[src/rtl/conv1_kernel_fetch.sv]
// conv1_kernel_fetch
// Walks a contiguous window of the conv1 weight ROM two words per cycle,
// captures the returned pairs into a 2-entry FIFO and streams them to the
// MAC array over valid/ready. Issue is credit-gated so a registered-read
// ROM result always has a buffer slot waiting for it.
module conv1_kernel_fetch #(
    parameter int ADDR_W = 7,
    parameter int DATA_W = 16,
    parameter int PAIR_W = 7
) (
    input  logic              clock,
    input  logic              reset_n,
    input  logic              start,
    input  logic [ADDR_W-1:0] base_addr,
    input  logic [PAIR_W-1:0] num_pairs,
    output logic              busy,
    output logic              done,
    output logic [ADDR_W-1:0] rom_addr_a,
    output logic [ADDR_W-1:0] rom_addr_b,
    input  logic [DATA_W-1:0] rom_q_a,
    input  logic [DATA_W-1:0] rom_q_b,
    output logic              w_valid,
    input  logic              w_ready,
    output logic [DATA_W-1:0] w_data0,
    output logic [DATA_W-1:0] w_data1,
    output logic [PAIR_W-1:0] w_index
);

    typedef enum logic [1:0] {
        ST_IDLE,
        ST_FETCH,
        ST_DRAIN,
        ST_DONE
    } state_t;

    state_t state_reg, state_next;

    // Latched operands and progress counters (one bit wider than num_pairs)
    logic [PAIR_W-1:0] num_reg;
    logic [PAIR_W:0]   issue_cnt_reg;
    logic [PAIR_W:0]   accept_cnt_reg;

    // Address registers always hold the addresses of the next pair to issue
    logic [ADDR_W-1:0] addr_a_reg;
    logic [ADDR_W-1:0] addr_b_reg;

    // One ROM read may be outstanding; remember its pair index for capture
    logic              inflight_reg;
    logic [PAIR_W-1:0] inflight_idx_reg;

    // 2-entry output FIFO
    logic [DATA_W-1:0] buf_d0_reg  [2];
    logic [DATA_W-1:0] buf_d1_reg  [2];
    logic [PAIR_W-1:0] buf_idx_reg [2];
    logic              wr_ptr_reg;
    logic              rd_ptr_reg;
    logic [1:0]        count_reg;

    logic       start_take;
    logic       xfer;
    logic       capture;
    logic       last_issue;
    logic       final_xfer;
    logic       issue;
    logic [2:0] credits_used;

    assign start_take = (state_reg == ST_IDLE) && start;
    assign xfer       = w_valid && w_ready;
    assign capture    = inflight_reg;
    assign last_issue = (issue_cnt_reg == {1'b0, num_reg});
    assign final_xfer = xfer && ((accept_cnt_reg + (PAIR_W+1)'(1)) == {1'b0, num_reg});

    // Slots committed at the next edge: buffered + in flight, less the pair
    // leaving this cycle. Keeping this below 2 guarantees the read issued now
    // finds a free slot when it returns, while still allowing one pair per
    // cycle under continuous w_ready.
    assign credits_used = {1'b0, count_reg} + {2'b00, inflight_reg} - {2'b00, xfer};
    assign issue        = (state_reg == ST_FETCH) && !last_issue && (credits_used < 3'd2);

    // Sequencer state register
    always_ff @(posedge clock or negedge reset_n) begin
        if (!reset_n) begin
            state_reg <= ST_IDLE;
        end else begin
            state_reg <= state_next;
        end
    end

    // Next-state logic
    always_comb begin
        state_next = state_reg;
        case (state_reg)
            ST_IDLE: begin
                if (start) begin
                    state_next = (num_pairs == '0) ? ST_DONE : ST_FETCH;
                end
            end
            ST_FETCH: begin
                if (last_issue) begin
                    state_next = ST_DRAIN;
                end
            end
            ST_DRAIN: begin
                if (final_xfer) begin
                    state_next = ST_DONE;
                end
            end
            ST_DONE: begin
                state_next = ST_IDLE;
            end
            default: begin
                state_next = ST_IDLE;
            end
        endcase
    end

    // Operand latch, address walk and issue/accept counters
    always_ff @(posedge clock or negedge reset_n) begin
        if (!reset_n) begin
            num_reg          <= '0;
            addr_a_reg       <= '0;
            addr_b_reg       <= '0;
            issue_cnt_reg    <= '0;
            accept_cnt_reg   <= '0;
            inflight_reg     <= 1'b0;
            inflight_idx_reg <= '0;
        end else begin
            inflight_reg <= issue;
            if (start_take) begin
                num_reg        <= num_pairs;
                issue_cnt_reg  <= '0;
                accept_cnt_reg <= '0;
                if (num_pairs != '0) begin
                    addr_a_reg <= base_addr;
                    addr_b_reg <= base_addr + ADDR_W'(1);
                end
            end else begin
                if (issue) begin
                    addr_a_reg       <= addr_a_reg + ADDR_W'(2);
                    addr_b_reg       <= addr_b_reg + ADDR_W'(2);
                    issue_cnt_reg    <= issue_cnt_reg + (PAIR_W+1)'(1);
                    inflight_idx_reg <= issue_cnt_reg[PAIR_W-1:0];
                end
                if (xfer) begin
                    accept_cnt_reg <= accept_cnt_reg + (PAIR_W+1)'(1);
                end
            end
        end
    end

    // FIFO storage: each entry written when the write pointer selects it
    generate
        for (genvar gi = 0; gi < 2; gi++) begin : g_buf
            // Capture the returning ROM pair into entry gi
            always_ff @(posedge clock or negedge reset_n) begin
                if (!reset_n) begin
                    buf_d0_reg[gi]  <= '0;
                    buf_d1_reg[gi]  <= '0;
                    buf_idx_reg[gi] <= '0;
                end else if (capture && (wr_ptr_reg == 1'(gi))) begin
                    buf_d0_reg[gi]  <= rom_q_a;
                    buf_d1_reg[gi]  <= rom_q_b;
                    buf_idx_reg[gi] <= inflight_idx_reg;
                end
            end
        end
    endgenerate

    // FIFO pointers and occupancy
    always_ff @(posedge clock or negedge reset_n) begin
        if (!reset_n) begin
            wr_ptr_reg <= 1'b0;
            rd_ptr_reg <= 1'b0;
            count_reg  <= 2'd0;
        end else begin
            if (capture) begin
                wr_ptr_reg <= ~wr_ptr_reg;
            end
            if (xfer) begin
                rd_ptr_reg <= ~rd_ptr_reg;
            end
            count_reg <= count_reg + {1'b0, capture} - {1'b0, xfer};
        end
    end

    assign busy       = (state_reg == ST_FETCH) || (state_reg == ST_DRAIN);
    assign done       = (state_reg == ST_DONE);
    assign rom_addr_a = addr_a_reg;
    assign rom_addr_b = addr_b_reg;
    assign w_valid    = (count_reg != 2'd0);
    assign w_data0    = buf_d0_reg[rd_ptr_reg];
    assign w_data1    = buf_d1_reg[rd_ptr_reg];
    assign w_index    = buf_idx_reg[rd_ptr_reg];

endmodule

[config.mk]
export PLATFORM = sky130hd
export DESIGN_NAME = conv1_kernel_fetch
export DESIGN_NICKNAME = d
export VERILOG_FILES = /design/src/rtl/conv1_kernel_fetch.sv
export SDC_FILE = /design/constraint.sdc
export NUM_CORES = 1
export LEC_CHECK = 0
export ABC_AREA = 1
export BUFFER_PORTS_ARGS = -buffer_cell sky130_fd_sc_hd__buf_2
export CAP_MARGIN = 20
export CORE_MARGIN = 10
export CORE_UTILIZATION = 30
export DETAILED_ROUTE_END_ITERATION = 12
export PLACE_DENSITY = 0.49
export SKIP_CTS_REPAIR_TIMING = 1
export SLEW_MARGIN = 20
export SYNTH_ARGS = -nofsm -noshare
export SYNTH_HDL_FRONTEND = slang
export SYNTH_SLANG_ARGS = --single-unit
[constraint.sdc]
create_clock -name clock -period 2.46 [get_ports clock]
set_clock_uncertainty 0.15 [all_clocks]
set_input_delay 0.123 -clock clock [delete_from_list [all_inputs] [get_ports clock]]
set_output_delay 0.123 -clock clock [all_outputs]
set_load 0.01 [all_outputs]
=== After elaboration in Yosys (flattened, before gate mapping) ===
Index checks and enable logic that the tools add are counted.

* RAM bits: 0
* Input bits: 50
* Memories kept: 0
* Word-level logic and storage cells: 83
* Latch bits: 0
* ROM bits: 0
* Output and inout port bits: 56
* Flip-flop bits (word level): 129

* Divide/modulo/power cells: 0
* Order comparisons: 2
* Shift operators: 0
* Bitwise operators: 4
* Multiplexer cells: 24
* Add/subtract/negate cells: 9
* Reductions and logical operators: 18
* Eq/ne operators: 9
* Multipliers: 0

{| class="wikitable"
|+ Operators with widths
! kind !! count
|-
| $mux W16 || 6
|-
| $mux W7 || 9
|-
| $mux W8 || 4
|-
| $add A8 B1 Y8 const B || 2
|-
| $eq A8 B7 Y1 || 2
|-
| $add A7 B2 Y7 const B || 2
|-
| $mux W2 || 4
|-
| $pmux W2 S4 || 1
|-
| $add A7 B1 Y7 const B || 1
|-
| $logic_and A1 B1 Y1 || 7
|-
| $logic_not A7 Y1 || 1
|-
| $reduce_bool A7 Y1 || 1
|-
| $ne A2 B2 Y1 const B || 3
|-
| $reduce_bool A2 Y1 || 3
|-
| $eq A2 B2 Y1 const B || 2
|-
| $reduce_and A2 Y1 || 2
|-
| $add A2 B1 Y3 || 1
|-
| $lt A3 B2 Y1 const B || 1
|-
| $not A1 Y1 || 3
|-
| $reduce_and A3 Y1 || 1
|-
| $sub A3 B1 Y3 || 1
|-
| $add A2 B1 Y2 || 1
|-
| $eq A2 B1 Y1 const B || 1
|-
| $ge A2 B2 Y1 const B || 1
|-
| 6 further kinds || 6
|}

=== Depth between registers and ports, before layout ===
Gate-level depths: netlist of the first run.

* Depth in word-level cells: 7
* Mapped depth: 14
* Gate-level depth less buffers: 14

=== Least setup slack after synthesis of the first run ===
OpenSTA, ideal clock, no wires.

* Kind: register to register
* Start: register count_reg[1]
* End: register inflight_idx_reg[5]
* Slack: -0.098 ns
* Setup time: 0.126 ns
* Cell stages (with the launch flop): 13
* Data arrival time: 2.282 ns
* Period minus slack after synthesis: 2.558 ns
* Buffers on the path: 1
* Cells stage by stage: dfrtp_1 -> nor2_1 -> nor2_1 -> ha_1 -> inv_1 -> ha_1 -> fa_1 -> xnor2_1 -> nor2_2 -> nand4_4 -> buf_6 -> nand2_1 -> o21ai_0

* Cells in the longest elaborated chain, start to end: 6
* Elaborated cells between the ends (all ways): 7
* Those cells by class: 2 x add/sub; 1 x order compare; 4 x reduce/logical

{| class="wikitable"
|+ Ends and longest elaborated chain
! what !! line !! source
|-
| from (decl) || 57 || <nowiki>logic [1:0] count_reg;</nowiki>
|-
| from (signal assigned) || 182 || <nowiki>count_reg <= count_reg + {1'b0, capture} - {1'b0, xfer};</nowiki>
|-
| $reduce_bool A2 Y1 || 190 || <nowiki>assign w_valid = (count_reg != 2'd0);</nowiki>
|-
| $logic_and A1 B1 Y1 || 68 || <nowiki>assign xfer = w_valid && w_ready;</nowiki>
|-
| via xfer || 60 || <nowiki>logic xfer;</nowiki>
|-
| $sub A3 B1 Y3 || 77 || <nowiki>assign credits_used = {1'b0, count_reg} + {2'b00, inflight_reg} - {2'b00, xfer};</nowiki>
|-
| $lt A3 B2 Y1 || 78 || <nowiki>assign issue = (state_reg == ST_FETCH) && !last_issue && (credits_used < 3'd2);</nowiki>
|-
| $logic_and A1 B1 Y1 || 78 ||
|-
| $reduce_and A2 Y1 (no source line) || - ||
|-
| to (signal assigned) || 142 || <nowiki>inflight_idx_reg <= issue_cnt_reg[PAIR_W-1:0];</nowiki>
|-
| to (decl) || 49 || <nowiki>logic [PAIR_W-1:0] inflight_idx_reg;</nowiki>
|}

The timed path passes the listed nets, and every way through them passes these cells.
A chain may end at the register's enable or synchronous reset.

=== Worst setup path after layout of the first run ===
* Start: register count_reg[1]
* End: register issue_cnt_reg[4]

* Cells in the longest elaborated chain, start to end: 6
* Elaborated cells between the ends (all ways): 7
* Those cells by class: 2 x add/sub; 1 x order compare; 4 x reduce/logical

{| class="wikitable"
|+ Ends and longest elaborated chain
! what !! line !! source
|-
| $reduce_bool A2 Y1 || 190 ||
|-
| $logic_and A1 B1 Y1 || 68 ||
|-
| via xfer || 60 ||
|-
| $sub A3 B1 Y3 || 77 ||
|-
| via credits_used[1] || 65 || <nowiki>logic [2:0] credits_used;</nowiki>
|-
| $lt A3 B2 Y1 || 78 ||
|-
| $logic_and A1 B1 Y1 || 78 ||
|-
| $reduce_bool A2 Y1 (no source line) || - ||
|-
| to (signal assigned) || 141 || <nowiki>issue_cnt_reg <= issue_cnt_reg + (PAIR_W+1)'(1);</nowiki>
|-
| to (decl) || 40 || <nowiki>logic [PAIR_W:0] issue_cnt_reg;</nowiki>
|}

The timed path passes the listed nets, and every way through them passes these cells.

==> run summary, run 1 <==
The flow ran to the end, but the final reports show violations. The checks that failed: negative hold slack, negative setup slack. The xor and xnor fraction of the mapped netlist area came out at 2.05%. The mean post-synth cell area is 7.74 um^2. The number of rows created at floorplan came out at 53. The most used flip-flop cell after synthesis is sky130_fd_sc_hd__dfrtp_1. The worst hold path passes through 5 cells.

The total inserted antenna cells came out at 0. The number of top-level pins is 106. After filler insertion, the fill cell instance count of the layout stands at 2191. The number of buffers created by CTS came out at 17. Clock-pin slew was measured on the worst setup and hold paths at 0.06 ns. The total number of nets in the final design came out at 1049. The leakage component of the power came out at between 4 and 5 nW. After detailed routing, the number of remaining DRC violations is 0. The setup violation total in the final timing report is 11.

The core area is 0.0210 mm^2. The most common library cell in the layout ignoring fill and taps is sky130_fd_sc_hd__nand2_1. The arrival time of the worst setup path is 2.70 ns. The mux cell area share after synthesis came out at 0%.

The power density over the cells is 1240 mW/mm^2. The starting utilization of the core area is between 30% and 40%. Summing the areas of all compound-gate instances in the mapped netlist gives roughly a tenth of the synthesized area.

The cell at the root of the clock tree is sky130_fd_sc_hd__clkbuf_16. The endpoint of the most critical register-to-register path is issue_cnt_reg[4]. The width of the die came out at 166 um.

The headroom to the max-slew limit is 46.7%. The number of levels the H-tree was split into came out at 4. The post-detailed-placement half-perimeter wirelength came out at 11400 um. The final total negative setup slack came out at -0.185 ns. The yosys synthesis warning count is 0. The antenna violation net count after detailed routing came out at 0. The slowest stage of the critical path belongs to the cell sky130_fd_sc_hd__fa_2.

From bottom edge to top edge, the die measures 166 um. The clock network latency to the later pin of the worst-skew pair is 0.42 ns. Counting flops with an async set or reset pin after synthesis yields a share of 100%. The worst stage delay on the critical path is about 0.46 ns.

The kind of start point of the critical path is a register. The count of port buffers added during placement came out at 105. The cell area after synthesis came out at 0.00640 mm^2.

The first-pass GRT wire length is 28300 um. For hold timing, the worst endpoint is rom_addr_a[5]. The required arrival time at the worst endpoint came out at 2.66 ns. The top fanout value on the critical path is 4. The area enclosed by the die boundary came out at 0.0276 mm^2. In this run the critical register-to-register path is launched from count_reg[1]. The final weighted congestion of routability-driven global placement came out at 0.813. The number of global-route vias before repair is around 5.5k. For this run, the number of standard cells in the final layout without fillers is 1274. The layout overhead on the synthesized area is 31.6%. Synthesis handed over a netlist of 827 instances. Walking the worst path, the cells encountered are nor2_2, nor2_2, ha_1, inv_1, ha_2, fa_2, nor2_4, buf_4, nand4_2, or2_1, nand2_1. The total congestion overflow after global routing is 0. The minimum setup slack in the final design came out at -0.0327 ns. The adder and majority gate portion of the synthesized area is 2.66%. In this run, the number of DRC markers left after iteration 0 of detailed routing was between 300 and 400. The number of cells in the design after placement came out at 1192. The average detailed-routed wire length per instance came out at between 10 and 15 um.

The worst hold slack came out at -0.0464 ns. Dividing the final minimum period by the clock period gives 101%. The count of maximum capacitance violations is 0. Synthesis inferred 129 register bits. The maximum buffer depth of the clock tree is 2. The hold violation total from the final report was 5. In the layout the commonest cells are 311 x sky130_fd_sc_hd__nand2_1, 129 x sky130_fd_sc_hd__dfrtp_1, 105 x sky130_fd_sc_hd__buf_2.

The dominant combinational cell family by area after synthesis is simple AND/OR/NAND/NOR gates. The total wirelength of the detailed-routed design came out at 17300 um. The total number of vias came out at 5657. In this run the worst hold path is classified as in -> reg.

The worst setup path is of the reg -> reg kind. In the final layout, flip-flops and latches occupy between 0.003 and 0.004 mm^2. The reg-to-reg setup timing slack came out at -0.03 ns.

The via-per-instance ratio is between 4 and 5. The simple-gate share of the synthesized area is a little over a quarter. The clock sink count came out at 129. The number of distinct library cell variants in the gate-level netlist after synthesis came out at 35. The worst-case IR drop observed on VDD is a little under 0.6 mV. The number of optimization iterations in the first detailed-route pass is 4. The shortest period the worst path allows came out at approximately 2.5 ns. The depth of the worst register-to-register path came out at 11. STA classifies the critical path endpoint as a register. The transition at the pin with the smallest max-transition slack came out at 0.796 ns.

The total area of multi-input combinational cells came out at 0.00278 mm^2. The cell that appears most often on the critical path is sky130_fd_sc_hd__nor2_2. The maximum number of pins on one net before global-route repair came out at 65.

Timing would allow up to 0.401 GHz. In this run, synthesis inferred 0 flip-flops with an integrated enable. TritonCTS built the clock tree. The number of slew-limit violations in the final report is 0. Of the cells placed in the final design, the portion with a size suffix greater than 1 is 19.8%. Setup repair after global routing could not meet its margin everywhere. Global routing used about an eighth of the available tracks across all layers. The number of antenna violations at the first check in global routing was 0. The portion of the post-synthesis area used by sequential elements is between 50% and 60%. The number of nets in the synthesized netlist is 890.

The worst hold path begins at base_addr[5]. The source of the critical timing path is count_reg[1].
-- cell families (layout without fill, tap and decap cells) --
| family | after synthesis | after routing |
|---|---|---|
| buffers and inverters | 127 | 297 |
| xor gates and xnor gates | 15 | 15 |
| and+or+nand+nor | 421 | 423 |
| AOI/OAI and AO/OA | 122 | 122 |
| DFF | 129 | 129 |
| adders and majority gates | 13 | 13 |
-- Yosys cell counts (all sizes together), types with 5 or more instances --
cell	n	area, um^2
nand2	323	1230
dfrtp	129	3230
nand4	5	52.6
a21oi	7	35.0
nand3	47	235
nor3	6	40.0
buf	9	62.6
xor2	10	87.6
nor2	31	119
inv	92	345
o21ai	107	536
clkbuf	26	97.6
xnor2	5	43.8
ha	12	150
-- how the worst max path moves through the flow --
stage	to	slack [ns]
CTS	inflight_idx_reg[3]	-0.09
detailed placement	rom_addr_a[5]	-0.07
finish	issue_cnt_reg[4]	-0.03
floorplan	rom_addr_a[2]	-0.01
global route	rom_addr_b[6]	-0.20
global placement	rom_addr_a[3]	-0.03
-- power breakdown --
part           switching, mW  leakage, nW  internal [mW]  total (mW)
logic                   2.78         2.54           1.83        4.60
clock network           1.01        0.261           1.30        2.31
registers              0.575         1.62           2.99        3.56
total                   4.36         4.42           6.11        10.5
-- critical path: cells and delay by family, from the launching register on --
kind                     cells  cell delay (ns)
adder cells (fa/ha/maj)      3             0.91
buffers and inverters        2             0.19
flip-flops                   1             0.39
AND/OR/NAND/NOR              6             0.79
-- layer usage --
metal  global-route usage (%)  part of all wire (%)  vias to the layer above
met5                        0                     0                        -
met4                     3.08                  0.64                        0
met3                     3.53                   4.6                        9
met2                     18.0                    44                      126
met1                     17.3                    51                     2594
li1                         -                     -                     2928
-- final cells by class --
class,count,share of cell area (%)
Clock buffer,18,5.09
Clock inverter,14,1.29
Inverter,92,4.10
Multi-Input combinational cell,573,33.0
Sequential cell,129,38.3
Tap cell,275,4.08
Timing Repair Buffer,173,14.1
-- metrics by stage --
stage                     area [um^2]  hold slack, ns  setup WS [ns]  power (mW)  util [%]
after detailed placement         7320          -0.119        -0.0656        7.91      34.8
after CTS                        7860          -0.577        -0.0913        10.3      37.4
after global placement           7320          -0.119        -0.0282        7.86      34.8
after global routing             8430         0.00968         -0.198        11.5      40.1
after floorplan                  6430          -0.323       -0.00956        6.37         -
final                            8430         -0.0464        -0.0327        10.5      40.1
(Power assumes the default switching activity.)
==> inputs of run 2 (changes only) <==
Settings changed: CORE_UTILIZATION 30 to 25, PLACE_DENSITY 0.49 to 0.42, SETUP_SLACK_MARGIN set to 0.05.
==> run 2 against run 1 <==
  * The flow finishes with violations (negative hold slack)
  * Final cell count up 4.3%
  * Sequential power about the same
  * Clock-buffer cell count down 1
  * Total power up 2.8%
  * Setup slack better by 0.041 ns
  * Flip-flop and latch count unchanged
  * Largest cell class unchanged
  * Largest power group unchanged
  * Highest routed layer unchanged
==> run summary, run 2 (synthesis results as in run 1) <==
The transition at the pin with the smallest max-transition slack is 0.733 ns (-0.0630 ns). The startpoint of the worst register-to-register path is count_reg[1]. The maximum number of pins on one net before global-route repair is 53 (-18%). The category of cells accounting for the largest share of critical-path delay is adder cells. The reg-to-reg setup timing slack was 0.008 ns (+0.04 ns). The share of cells above drive strength 1 came to 20.8% (+1.0 points). The number of levels the H-tree was split into came out at 4 (unchanged).

The arrival time of the worst setup path came out at 2.62 ns (-0.08 ns). The number of top-level pins is 106 (unchanged). The number of global-route vias before repair was 5621 (+2.8%). The core area is 0.0252 mm^2 (+20%). The power density over the cells came out at 1250 mW/mm^2 (+0.32%). The checks that failed: negative hold slack. The headroom to the max-slew limit came out at 51.1% (+4.4 points). Setup repair after global routing could not meet its margin everywhere. The hold violation total from the final report came out at 3 (-2). The buffers plus inverters on the worst setup path was 2 (unchanged).

The required arrival time at the worst endpoint is 2.63 ns (-0.03 ns). The number of buffers created by CTS came out at 17 (unchanged). The average detailed-routed wire length per instance is 13.5 um (-0.87%). The net switching component of the power came out at 4.47 mW (+2.5%). The all-layer global routing usage came out at 10.8% (-1.5 points).

The leakage component of the power came out at 4.48 nW (+1.5%). STA classifies the critical path startpoint as a register. The number of slew-limit violations in the final report is 0 (unchanged). The count of maximum capacitance violations came out at 0 (unchanged). The layout overhead on the synthesized area is 34.8%.

The signal on the critical path passes through nor2_2, nor2_2, ha_1, inv_1, ha_2, fa_2, nor2_4, nand4_4, buf_2, nand3_1, nand2_1. The shortest period the worst path allows is 2.45 ns (-0.0411 ns). The cell area after layout came out at 0.00863 mm^2 (+2.4%).

The clock network latency to the later pin of the worst-skew pair is 0.42 ns (about the same). The antenna violation net count after detailed routing is 0 (unchanged). The total inserted antenna cells came to 0 (unchanged). The total number of vias came out at 5614 (-0.76%). The layout filler cell count is 2710 (+24%). The via-per-instance ratio came out at 4.22 (-4.9%). The final weighted congestion of routability-driven global placement is 0.755 (-7.2%). The setup violation total in the final timing report came out at 0 (-11). The tightest min-delay check is of the in -> reg type.

The critical path endpoint category is a register. The detailed-route DRC error count came out at 0 (unchanged). The switching share of power came to 41.5% (-0.11 points). The run finished, with violations left.

The number of optimization iterations in the first detailed-route pass is 5 (+1). The number of antenna violations at the first check in global routing is 0 (unchanged). The critical path is of the reg -> reg type. The depth of the worst register-to-register path is 11 (unchanged).

The first-pass GRT wire length came out at 29000 um (+2.4%). The top fanout value on the critical path came out at 8 (+4). The area enclosed by the die boundary is 0.0324 mm^2 (+17%). The total number of nets in the final design came out at 1049 (unchanged).

The total wirelength of the detailed-routed design is 17900 um (+3.4%). The TritonCTS clock tree is yes. The maximum buffer depth of the clock tree came out at 2 (unchanged). The source of the worst hold timing path is base_addr[2].

The maximum clock rate came out at 0.408 GHz (+1.7%). For hold timing, the worst endpoint is rom_addr_b[2]. In this design, the critical path's most frequently occurring cell is sky130_fd_sc_hd__nor2_2. The largest individual stage delay along the critical path comes from the cell sky130_fd_sc_hd__fa_2. The design internal power came out at 6.29 mW (+2.9%). The number of rows created at floorplan is 58 (+9.4%). The worst stage delay on the critical path was 0.46 ns (about the same). The clock sink count came out at 129 (unchanged). The die height came out at 180 um (+8.4%). The width of the die came out at 180 um (+8.4%). The total area of multi-input combinational cells is 0.00281 mm^2 (+0.90%). The count of port buffers added during placement came out at 105 (unchanged).

The share of power burned in combinational logic is 43.2% (-0.7 points). The library cell used most frequently in the layout, excluding fill and tap cells, is sky130_fd_sc_hd__nand2_1. The post-detailed-placement half-perimeter wirelength is 12300 um (+8.2%). The starting utilization of the core area came to 25.4% (-5.0 points). The cell at the root of the clock tree is sky130_fd_sc_hd__clkbuf_16.

The clock transition time at the flip-flop clock pins of the worst setup and hold paths is 0.07 ns (about the same). The initial detailed-routing violation count is 311 (-15%). The relative contribution of the clock network to total power came out at 23.7% (+1.6 points). The worst hold slack is -0.00920 ns (+0.0371 ns). The part of the power in registers came to 33.1% (-0.9 points). The total congestion overflow after global routing is 0 (unchanged). The post-layout total power came out at 10.8 mW (+2.8%). The endpoint identified for the worst register-to-register timing path is rom_addr_a[2]. The worst vdd rail ir drop is 0.511 mV (-12%). The top cell types in the final layout, fill and taps aside, are 307 x sky130_fd_sc_hd__nand2_1, 129 x sky130_fd_sc_hd__dfrtp_1, 105 x sky130_fd_sc_hd__buf_2. The storage element area is 0.00323 mm^2 (unchanged). The post-placement cell area is 0.00743 mm^2 (+1.6%).

The fraction of the cycle the final worst path needs came out at 99.7% (-1.7 points). The number of cells on the worst hold path is 5 (unchanged).
-- run 2: cell count changes in the layout (fill, tap and decap cells not counted), moves of 4 or more --
cell                       change
sky130_fd_sc_hd__buf_4         -5
sky130_fd_sc_hd__clkinv_4      -5
sky130_fd_sc_hd__inv_8         +5
sky130_fd_sc_hd__nand2_1       -4
sky130_fd_sc_hd__nand2_2       +4
-- run 2: layer usage --
| layer | track usage, % | up-vias | share of wire [%] | wire, um |
|---|---|---|---|---|
| li1 | - | 2909 | - | - |
| met1 | 14.5 | 2579 | 51 | 9090 |
| met2 | 16.7 | 114 | 43 | 7740 |
| met3 | 2.77 | 12 | 4.7 | 846 |
| met4 | 3.25 | 0 | 1.1 | 204 |
| met5 | 0 | - | 0 | 0 |
-- run 2: area by class of cell --
type | count | share of cell area (%)
clock buffer | 17 | 4.93
inverter | 92 | 4.00
multi-input combinational | 572 | 32.5
clock inverter | 15 | 1.94
sequential | 129 | 37.4
timing repair buffer | 174 | 14.4
tap | 330 | 4.78
-- run 2: worst max-delay path by stage --
stage,from,depth (start not counted),slack [ns],endpoint
after CTS,count_reg[0],12,-0.05,rom_addr_b[3]
after detailed placement,count_reg[0],12,-0.05,rom_addr_b[2]
after global routing,count_reg[1],11,-0.15,rom_addr_b[5]
after floorplan,count_reg[1],12,-0.01,rom_addr_a[2]
final,count_reg[1],11,0.008,rom_addr_a[2]
after global placement,count_reg[0],12,-0.03,rom_addr_b[3]
-- run 2: metrics by stage --
stage               setup TNS, ns  hold WS (ns)  util, %  std cells  setup WS, ns
finish                          0      -0.00920     34.3       1329       0.00833
global route                -3.39        0.0227     34.3       1329        -0.149
CTS                        -0.437        -0.485     31.9       1280       -0.0545
detailed placement         -0.353       -0.0256     29.5       1248       -0.0476
global placement           -0.134       -0.0198     29.5       1248       -0.0290
floorplan                 -0.0895        -0.323        -        827      -0.00956
-- run 2: worst reg2reg max path: cells and delay by family, from the launching register on --
| family | cells | cell delay (ns) |
|---|---|---|
| flops | 1 | 0.39 |
| simple gates | 6 | 0.64 |
| fa+ha+maj | 3 | 0.89 |
| buf+inv | 2 | 0.29 |
-- run 2: power groups by stage --
stage                     Sequential (mW)  Clock (mW)  Combinational (mW)
after global placement               3.58           0                4.42
after detailed placement             3.59           0                4.45
after floorplan                      3.49           0                2.88
final                                3.56        2.56                4.65
after CTS                            3.56        2.63                4.46
after global routing                 3.68        2.73                5.34
